[config.mk]
export PLATFORM = sky130hd
export DESIGN_NAME = regfile_bypass
export DESIGN_NICKNAME = d
export VERILOG_FILES = /design/src/rtl/regfile_bypass.sv
export SDC_FILE = /design/constraint.sdc
export NUM_CORES = 2
export LEC_CHECK = 0
export CORE_ASPECT_RATIO = 2
export CORE_MARGIN = 5
export CORE_UTILIZATION = 40
export DETAILED_ROUTE_END_ITERATION = 6
export GPL_TIMING_DRIVEN = 1
export PLACE_DENSITY = 0.66
export SYNTH_ARGS = -nofsm -noshare
export SYNTH_HDL_FRONTEND = slang
export SYNTH_SLANG_ARGS = --single-unit
[constraint.sdc]
create_clock -name clk -period 4.6 [get_ports clk]
set_input_delay 0.69 -clock clk [delete_from_list [all_inputs] [get_ports clk]]
set_output_delay 0.69 -clock clk [all_outputs]
set_load 0.02 [all_outputs]
[src/rtl/regfile_bypass.sv]
// regfile_bypass: 32x32 register file with write-through bypass, post-reset clear sweep and debug read port
module regfile_bypass #(
  parameter int DATA_W = 32,
  parameter int ADDR_W = 5,
  parameter int NREGS = 32
) (
  input  logic              clk,
  input  logic              rst,
  input  logic              we,
  input  logic [ADDR_W-1:0] waddr,
  input  logic [DATA_W-1:0] wdata,
  input  logic              re1,
  input  logic [ADDR_W-1:0] raddr1,
  output logic [DATA_W-1:0] rdata1,
  input  logic              re2,
  input  logic [ADDR_W-1:0] raddr2,
  output logic [DATA_W-1:0] rdata2,
  input  logic              dbg_req,
  input  logic [ADDR_W-1:0] dbg_addr,
  output logic              dbg_ack,
  output logic [DATA_W-1:0] dbg_data,
  output logic              ready
);
  typedef enum logic {INIT, RUN} state_t;
  state_t state;
  logic [DATA_W-1:0] mem [NREGS];
  logic [ADDR_W-1:0] clr_ptr;
  logic run;
  logic [DATA_W-1:0] dbg_val;
  assign run = state == RUN && !rst;
  // reads return 0 outside RUN because storage is undefined until the sweep finishes
  assign rdata1  = (!run || !re1 || raddr1 == '0) ? '0 : (we && waddr == raddr1) ? wdata : mem[raddr1];
  assign rdata2  = (!run || !re2 || raddr2 == '0) ? '0 : (we && waddr == raddr2) ? wdata : mem[raddr2];
  assign dbg_val = (dbg_addr == '0) ? '0 : (we && waddr == dbg_addr) ? wdata : mem[dbg_addr];
  always_ff @(posedge clk) begin
    if (rst) begin
      state    <= INIT;
      clr_ptr  <= '0;
      ready    <= 1'b0;
      dbg_ack  <= 1'b0;
      dbg_data <= '0;
    end else if (state == INIT) begin
      mem[clr_ptr] <= '0;
      if (clr_ptr == ADDR_W'(NREGS - 1)) begin
        state <= RUN;
        ready <= 1'b1;
      end else begin
        clr_ptr <= clr_ptr + 1'b1;
      end
    end else begin
      if (we && waddr != '0) mem[waddr] <= wdata;
      dbg_ack <= dbg_req && !dbg_ack;
      if (dbg_req && !dbg_ack) dbg_data <= dbg_val;
    end
  end
endmodule

==> summary.txt <==
status: complete, but fails checks
failing checks: setup timing
endpoints failing setup: 1
first-pass GRT wire length: 303000 um
crit end category: output pin
sequential share of the synthesized area: 54.2%
post-synthesis cell area: 58200 um2
via count: 38700
core area: 145000 um2
cell taking the most area after synthesis: edfxtp_1
final worst path period share: 100%
synthesized flop and latch total: 1064
H-tree depth: 3
placed insts: 5312
placement row count: 198
antenna-violating nets left: 0
clk_lat worst skew: 0.71 ns
CTS Root Cell: clkbuf_16
Area contributors post-synth: edfxtp_1 53%, mux4_2 27%, mux2i_1 4.0%
Worst-Margin Slew: 1.18 ns
Hold Crit Class: flop to flop
Critical Path Start Type: input port
Crit Path Class: input port to output pin
Slew HR: 20.9%
Area Overhead vs Synth: 13.9%
setup ws final: -0.0123 ns
RSZ-0062 raised after global routing: no
Global Route Usage Sum: 27.9%
Post-route DRC: 0
Post-synth EDFFs: 1024
static leakage: 0.0195 uW
area of the multi-input gates: 25300 um2
Crit path arrival time: 3.92 ns
most common cell after layout, fill and taps aside: edfxtp_1
Clk pin slew, worst setup/hold paths: 0.07 ns
Power, Total: 20600 uW
top_reg_cell synth: edfxtp_1
Die Y-Extent: 549 um
CTS tree: yes
worst-path fanout max: 9
Routed WL per cell: 39.8 um
met3 wire length: 25000 um
Yosys top cell area share: 52.8%
Initial Utilization: 40.1%
DR iter-0 viols: 5142
pre-CTS setup slack: 0.0445 ns
Crit path required time: 3.91 ns
max-cap violation count: 0
HPWL Detailed: 143000 um
number of global-route vias before repair: 39500
Max IR drop VDD: 258 uV
fin crit period: 4.61 ns
CTS sink count: 1064
cell count after synthesis: 3333
metal1 wirelength: 65800 um
Netlist cell types: 59
WL final: 218000 um
nets@finish: 3566
Ys Warns: 0
DR vias/cell: 7.06
die area: 154000 um2
Avg Cell Area, Syn: 17.5 um2
Remaining Overflow, GRT: 0
initial antenna violation count: 11
share of layout cells above drive strength 1: 35.5%
clk_skew: 0.0289 ns
Pwr Density: 310 nW/um2
f_max: 217 MHz
Non-Filler Instances: 5486
largest net degree at the start of global routing: 73
drt first pass iters: 6
Post-synth ARST share: 0%
Port Buffers: 155
Post-Syn Nets: 3393
Horiz. Die Dim: 280 um
Num CTS Buffers: 88
Top Metal Used: met5
most frequent cells in the layout: 1024 x edfxtp_1, 704 x mux4_2, 235 x mux2i_1
Final Wtd Congestion: 0.981
num ports: 156
Sequential cell area: 31600 um2
met2 WL post-DR: 105000 um
Final Slew Violations: 0
Max Root-Sink Buffers: 3
fillers: 12400
Final Hold Viols: 0
layout make-up:
class	count	area share [%]
flip-flops and latches	1064	47.6
multi-input cells	1922	38.1
diodes	5	0.0189
clock inverters	51	0.623
inverters	29	0.164
repair buffers	401	6.15
clock buffers	114	3.75
well taps	1900	3.59
power by group:
group | internal [uW] | leakage (uW) | switching [uW]
Clock | 4170 | 0.00143 | 3670
Combinational | 904 | 0.00951 | 1270
Sequential | 10500 | 0.00856 | 44.5
synth_stat cells, drive strengths merged (6+ instances only):
cell type and n:
edfxtp 1024, a2bb2oi 6, dfxtp 40, mux4 704, clkbuf 125, nand2 68
buf 193, o2111ai 8, nor2 104, a311oi 6, mux2i 235, o211ai 40
mux2 85, o221ai 25, nand3 49, xor2 9, a2111oi 6, a21oi 92
or2 11, nor3 8, o22ai 97, xnor2 9, a211oi 7, and3 7
a22oi 86, nand2b 10, and2 38, a221oi 77, o2111a 31, inv 29
nor2b 18, o21ai 52
state kept, by name (all words and copies together) (netlist names):
register and flops:
dbg_data 32, clr_ptr 5, dbg_ack 1, ready 1
state 1, mem 1024
what timing repair did:
item	4_1_cts	5_1_grt
endpoints found under the setup margin	1	1
pin swaps	0	0
setup buffers	4	0
hold buffers	0	0
gates resized for setup	0	1
worst paths after layout:
| kind | start | to | slack, ns | depth (start not counted) |
|---|---|---|---|---|
| setup / recovery | raddr1[3] | rdata1[6] | -0.01 | 8 |
| hold / removal | dbg_ack | dbg_ack | 0.47 | 2 |
| setup reg to reg | state | dbg_data[19] | 1.32 | 6 |
| hold reg to reg | dbg_ack | dbg_ack | 0.47 | 2 |
cell families (layout without fill, tap and decap cells):
group                    after synthesis  in the layout  share of synthesized area (%)
flip-flops                          1064           1064                           54.2
multiplexers                        1024           1024                           32.9
AO/OA/AOI/OAI                        545            545                           6.69
buffers and inverters                347            595                           3.09
AND/OR/NAND/NOR                      333            333                           2.78
XOR/XNOR                              18             18                          0.271
adder cells (fa/ha/maj)                2              2                         0.0430
other                                  0              5                              0
per-layer routing:
metal,GRT usage (%),vias up
met5,0,-
met4,21.3,8
met3,6.15,900
met2,45.9,2996
met1,31.6,20000
li1,-,14800
worst max-delay path, cell delays in order:
cell,delay [ns]
clkdlybuf4s50_1,0.66
xnor2_1,0.18
nand4_1,0.19
o21bai_4,0.60
nor2_1,0.21
a311oi_1,0.58
buf_4,0.21
clkdlybuf4s50_1,0.60
stage by stage:
stage / hold WS, ns / area, um2 / TNS, ns / util (%)
detailed placement: 0.461 / 63300 / 0 / 43.6
finish: 0.474 / 66300 / -0.0123 / 45.7
global route: 0.524 / 66300 / 0 / 45.6
CTS: 0.472 / 66300 / 0 / 45.6
floorplan: 0.504 / 58200 / 0 / -
global placement: 0.453 / 63300 / 0 / 43.6
Power figures use the tool's default switching activity.
